## src/rtl/led_shift_ctrl.sv

```systemverilog
// led_shift_ctrl: debounced push-button SPEED/MODE/PAUSE control
// driving a rotating 16-bit LED bank for the segment demo.
module led_shift_ctrl #(
    parameter logic [19:0] DEB_CYCLES  = 20'd500000,
    parameter logic [23:0] FAST_PERIOD = 24'd1048576,
    parameter logic [23:0] SLOW_PERIOD = 24'd4194304,
    parameter logic [15:0] LED_INIT    = 16'hFFF0
) (
    input  logic        CLK,
    input  logic        RESET,
    input  logic        BTN_SPEED,
    input  logic        BTN_DIR,
    input  logic        BTN_PAUSE,
    output logic [15:0] LED,
    output logic        SPEED,
    output logic        MODE,
    output logic        PAUSED,
    output logic        SHIFT_TICK
);

    typedef enum logic {
        ST_RUN   = 1'b0,
        ST_PAUSE = 1'b1
    } state_t;

    // Button lanes: [0] speed, [1] dir, [2] pause.
    logic [2:0]  w_btn;
    logic [2:0]  r_sync1;
    logic [2:0]  r_sync2;
    logic [2:0]  r_stable;
    logic [2:0]  r_stable_d;
    logic [19:0] r_deb_cnt [3];
    logic [2:0]  w_press;

    state_t      r_state;
    state_t      w_state_nxt;
    logic [23:0] r_tick_cnt;
    logic [23:0] w_cnt_nxt;
    logic [23:0] w_period_m1;
    logic        w_tick;
    logic [15:0] r_led;
    logic        r_speed;
    logic        r_mode;

    assign w_btn = {BTN_PAUSE, BTN_DIR, BTN_SPEED};

    // Two-flop synchronizers; idle (released) level is 1.
    always_ff @(posedge CLK or negedge RESET) begin
        if (!RESET) begin
            r_sync1 <= 3'b111;
            r_sync2 <= 3'b111;
        end else begin
            r_sync1 <= w_btn;
            r_sync2 <= r_sync1;
        end
    end

    // Accept a new level only after DEB_CYCLES consecutive mismatches.
    always_ff @(posedge CLK or negedge RESET) begin
        if (!RESET) begin
            r_stable   <= 3'b111;
            r_stable_d <= 3'b111;
            for (int i = 0; i < 3; i++) begin
                r_deb_cnt[i] <= '0;
            end
        end else begin
            r_stable_d <= r_stable;
            for (int i = 0; i < 3; i++) begin
                if (r_sync2[i] == r_stable[i]) begin
                    r_deb_cnt[i] <= '0;
                end else if (r_deb_cnt[i] == DEB_CYCLES - 20'd1) begin
                    r_stable[i]  <= r_sync2[i];
                    r_deb_cnt[i] <= '0;
                end else begin
                    r_deb_cnt[i] <= r_deb_cnt[i] + 20'd1;
                end
            end
        end
    end

    // Press = stable level fell on the previous edge; releases are ignored.
    assign w_press = r_stable_d & ~r_stable;

    assign w_period_m1 = (r_speed ? FAST_PERIOD : SLOW_PERIOD) - 24'd1;

    // RUN/PAUSE state register.
    always_ff @(posedge CLK or negedge RESET) begin
        if (!RESET) begin
            r_state <= ST_RUN;
        end else begin
            r_state <= w_state_nxt;
        end
    end

    // Next state, tick and counter; a pause press suppresses the tick.
    always_comb begin
        w_state_nxt = r_state;
        w_tick      = 1'b0;
        w_cnt_nxt   = '0;
        unique case (r_state)
            ST_RUN: begin
                w_tick = (r_tick_cnt == w_period_m1) && !w_press[2];
                if (w_press[2]) begin
                    w_state_nxt = ST_PAUSE;
                end else if (!w_press[0] && !w_tick) begin
                    w_cnt_nxt = r_tick_cnt + 24'd1;
                end
            end
            ST_PAUSE: begin
                if (w_press[2]) begin
                    w_state_nxt = ST_RUN;
                end
            end
        endcase
    end

    // Counter, SPEED/MODE toggles and LED rotation using the current MODE.
    always_ff @(posedge CLK or negedge RESET) begin
        if (!RESET) begin
            r_tick_cnt <= '0;
            r_speed    <= 1'b0;
            r_mode     <= 1'b0;
            r_led      <= LED_INIT;
        end else begin
            r_tick_cnt <= w_cnt_nxt;
            if (w_press[0]) begin
                r_speed <= ~r_speed;
            end
            if (w_press[1]) begin
                r_mode <= ~r_mode;
            end
            if (w_tick) begin
                r_led <= r_mode ? {r_led[0], r_led[15:1]}
                                : {r_led[14:0], r_led[15]};
            end
        end
    end

    assign LED        = r_led;
    assign SPEED      = r_speed;
    assign MODE       = r_mode;
    assign PAUSED     = (r_state == ST_PAUSE);
    assign SHIFT_TICK = w_tick;

endmodule
```

## config.mk

```make
export PLATFORM = sky130hd
export DESIGN_NAME = led_shift_ctrl
export DESIGN_NICKNAME = d
export VERILOG_FILES = /design/src/rtl/led_shift_ctrl.sv
export SDC_FILE = /design/constraint.sdc
export NUM_CORES = 1
export LEC_CHECK = 0
export CAP_MARGIN = 20
export CELL_PAD_IN_SITES_DETAIL_PLACEMENT = 0
export CELL_PAD_IN_SITES_GLOBAL_PLACEMENT = 1
export CORE_ASPECT_RATIO = 0.6
export CORE_MARGIN = 2
export CORE_UTILIZATION = 52
export DETAILED_ROUTE_END_ITERATION = 10
export GPL_ROUTABILITY_DRIVEN = 0
export MAX_ROUTING_LAYER = met4
export PLACE_DENSITY_LB_ADDON = 0.25
export SETUP_SLACK_MARGIN = 0.2
export SLEW_MARGIN = 20
export SYNTH_ARGS = -nofsm -noshare
export SYNTH_HDL_FRONTEND = slang
export SYNTH_SLANG_ARGS = --single-unit
export TNS_END_PERCENT = 20
```

## constraint.sdc

```tcl
create_clock -name CLK -period 4.43 [get_ports CLK]
set_clock_uncertainty 0.1 [all_clocks]
set_input_delay 0.6645 -clock CLK [delete_from_list [all_inputs] [get_ports CLK]]
set_output_delay 0.6645 -clock CLK [all_outputs]
set_load 0.02 [all_outputs]
```

Word level (Yosys, flattened, before mapping)
Index checks and enable logic that the tools add are counted.
{ "word_totals": {"output_inout_bits": 20, "word_cells": 57, "regBits": 115} }
{ "classes": {"n_eq_ne": 7, "mux": 15, "n_bitwise": 8, "n_reduce_logical": 8, "addsub": 5} }
{ "ops": {"columns": ["cell", "count"], "rows": [
  ["$mux W20", 6],
  ["$mux W24", 3],
  ["$add A20 B1 Y20 const B", 3],
  ["$eq A20 B19 Y1 const B", 3],
  ["$add A24 B1 Y24 const B", 1],
  ["$eq A24 B24 Y1", 1],
  ["$sub A23 B1 Y24 const B", 1],
  ["$mux W23", 1],
  ["$mux W16", 1],
  ["$not A1 Y1", 6],
  ["$reduce_and A2 Y1", 3],
  ["$and A3 B3 Y3", 1],
  ["$eq A1 B1 Y1", 3],
  ["$logic_not A1 Y1", 3],
  ["$mux W1", 3],
  ["$not A3 Y3", 1],
  ["$logic_and A1 B1 Y1", 2],
  ["$pmux W1 S2", 1]
]} }

Logic depth before layout (Yosys ltp)
{ "logic_depth": {"depth_word": 9, "mapped_depth": 7, "ltp_nobuf": 5} }

Worst setup path before layout
No wires, ideal clock.
{ "synth_path": {"path_type": "reg-to-output", "startpoint": "reg r_tick_cnt[9]", "endpoint": "out SHIFT_TICK", "n_path_buf": 2, "stages_incl_launch_ff": 6, "path_slack_ps": 1617, "t_arrival_ps": 2049, "path_cell_list": "dfrtp_1 nand3_2 or4_4 buf_6 clkbuf_1 nor4_1"} }
{ "synth_via": {"elab_chain_cells": 3} }
{ "synth_lines": {"columns": ["item", "line", "source"], "rows": [
  ["from (decl)", "37", "logic [23:0] r_tick_cnt;"],
  ["from (signal assigned)", "125", "r_tick_cnt <= w_cnt_nxt;"],
  ["$eq A24 B24 Y1", "102", "w_tick = (r_tick_cnt == w_period_m1) && !w_press[2];"],
  ["$logic_and A1 B1 Y1", "102", null],
  ["$mux W1", "100", "unique case (r_state)"],
  ["to (decl)", "18", "output logic SHIFT_TICK"]
]} }
No other way between the ends.

Worst setup path after layout
{ "layout_path": {"startpoint": "reg r_tick_cnt[20]", "endpoint": "out SHIFT_TICK"} }
Same word-level chain as after synthesis.

==> out/metrics.cfg <==
[sta]
rsz0062_at_grt=false
finalMaxSlewViolations=0
relSlewSlack_pct=37.47
fin_crit_sh_pct=80.07
hold_viol=0
tightestPinTransition_ps=937.9
setup_violations=0
layout_min_cycle_time_ps=3547
timing.fmax_mhz=281.9
tns_ps=0

[drt]
initialDrtViolationCount=279
met2_length_mm=4.738
first_pass_iters=5
drc=0
met1_length_mm=6.047
via_count=4063
drt_wl_total_mm=11.34
ant_nets=0
top_layer=met4
vias_per_cell=5.731
routedWlPerCell_um=15.99
wl_met3_um=436

[worst_setup_path]
r2r_end=r_tick_cnt[21]
worstPathRequired_ps=3670
cp-start-kind=flip-flop
r2r-start=r_tick_cnt[20]
rrSetupSlack_ps=1890
reg2reg_depth=5
worstSetupPathType=reg2out
critPathArrivalTime_ps=2780
critPathMaxFanout=7
cp-end-kind=output pin
crit_path_start=r_tick_cnt[20]

[synthesis]
synth_nets=537
synthDistinctLibCells=43
yosysSeqAreaShare_pct=51.94
synth_common_cells=dfrtp_1 (91), nor2_1 (68), nand3_1 (29)
ys.flop_type=dfrtp_1
synth-seq-cells=115
yosysMostFrequentCell=dfrtp_1
yosysWarnings=0
synth_top_cell_area_share_pct=40.68
syn_avg_cell_area_sq_um=10.60
synth_top_cell_by_area=dfrtp_1
syn-cell-area_sq_mm=0.005598
ys_top_cells_by_area=dfrtp_1 (41%), dfstp_2 (11%), mux2_2 (5.0%)
async_flop_share_pct=100.0
netlist_instances=528
synth-edff-count=0

[clock_tree]
postCtsSetupRepairBufs=0
cts_hold_buf=0
clock-root-buffer=clkbuf_16
htreeDepth=4
clock-sinks=115
ctsResizeCount=0
numCtsBuffers=17
cts.path.max_buffers=2
clock_latency_ps=410
cts.clk_slew.worst_paths_ps=60
cts_tree=yes

[cells_and_area]
fin_nets=566
area_growth_pct=16.65
diodes=0
fillers=854
drive_gt1_share_pct=19.12
final_util_pct=62.06

[floorplanning]
die_area_sq_mm=0.01164
coreArea_sq_mm=0.01052
die_w_um=137.9
fp.dieH_um=84.37
pin_count=25
initial_core_util_pct=53.20
rows=29

[global_route]
grt-ovfl-total=0
antenna_found_initial=0
track_usage_pct=22.09
grt_first_pass_wirelength_mm=19.24
first_global_vias=3816
grt_max_degree=76

[power]
vdd.ir_drop.worst_mv=0.2838
p_per_area_mw_per_mm2=372.1
p_leak_uw=0.002644

[min_path]
hold_path_class=reg2reg
hp-start=r_sync1[0]
hold-path-endpoint=r_sync2[0]
worstHoldPathCells=0

[placed_design]
io_buffers=24
dp_hpwl_mm=7.430

[run_status]
outcome=finished clean

[job]
maxCapViolCount=0

-- where the power goes --
group	switching [uW]	total, uW	internal (uW)
clock	485	1310	821
combinational	36.2	49.9	13.7
sequential	9.15	1070	1060
total	531	2430	1900
-- worst max-delay path, cell delays in order (launching register included) --
cell             delay (ps)
dfrtp_1                 450
or3b_2                  510
a211oi_1                390
nand2b_1                110
nor4_1                  250
clkdlybuf4s50_1         670
-- kinds of logic (layout without fill, tap and decap cells) --
| family | after synthesis | in the layout | synth area share [%] |
|---|---|---|---|
| AND/OR/NAND/NOR | 231 | 231 | 21.84 |
| flip-flops | 115 | 115 | 51.94 |
| AO/OA/AOI/OAI | 56 | 56 | 6.102 |
| multiplexers | 36 | 36 | 7.890 |
| adder cells (fa/ha/maj) | 4 | 4 | 0.8941 |
| buffers and inverters | 30 | 72 | 2.570 |
| XOR/XNOR | 56 | 56 | 8.762 |
-- cell type report --
class / count / area (sq um) / area share [%]
repair buffers: 31 / 290.3 / 4.445
multi-input cells: 383 / 2556 / 39.15
clock inverters: 14 / 138.9 / 2.127
clock buffers: 18 / 429.2 / 6.572
flip-flops and latches: 115 / 2908 / 44.53
well taps: 139 / 173.9 / 2.663
inverters: 9 / 33.78 / 0.5173
-- sequential cells by signal, summed over array words and instances (netlist names) --
name and flops:
r_stable 3, r_stable_d 3, r_sync2 3, MODE 1
PAUSED 1, r_tick_cnt 24, r_sync1 3, SPEED 1
r_deb_cnt 60, LED 16
-- metal layers --
metal | vias up | track usage [%]
met5 | - | -
met4 | 0 | 7.421
met3 | 13 | 5.737
met2 | 92 | 28.76
met1 | 1990 | 33.20
li1 | 1968 | -
-- metrics by stage --
stage | hold slack (ps) | instances | setup slack (ps) | cell area [sq um] | total power, uW
finish | 253.7 | 709 | 883.1 | 6530 | 2430
global route | 258.8 | 709 | 799.1 | 6530 | 2527
CTS | 254.1 | 709 | 890.1 | 6530 | 2457
detailed placement | 246.8 | 677 | 1335 | 5962 | 1142
global placement | 245.5 | 677 | 1432 | 5962 | 1140
floorplan | 245.2 | 528 | 1617 | 5598 | 1108
-- how the worst max path moves through the flow --
| stage | endpoint | slack (ps) |
|---|---|---|
| 2_1_floorplan | SHIFT_TICK | 1620 |
| 3_3_place_gp | SHIFT_TICK | 1430 |
| 3_5_place_dp | SHIFT_TICK | 1340 |
| 4_1_cts | SHIFT_TICK | 890 |
| 5_1_grt | SHIFT_TICK | 800 |
| 6_report | SHIFT_TICK | 880 |
-- layout by cell type, fill, tap and decap left out, types with 5 or more instances in the layout --
master	n
mux2_4	10
nand4_1	24
nor3_1	10
xnor2_1	28
xor2_1	28
or4_1	15
clkbuf_16	17
clkinv_2	5
nand2_1	28
dfstp_2	24
nand3_1	29
inv_1	9
clkinvlp_4	6
o21ai_0	13
buf_4	8
nor2_1	68
nor4_1	11
dfrtp_1	91
a21oi_1	24
or3_1	17
mux2_2	25
o31ai_1	12
clkdlybuf4s50_1	23
and4_1	9
Power figures use the tool's default switching activity.
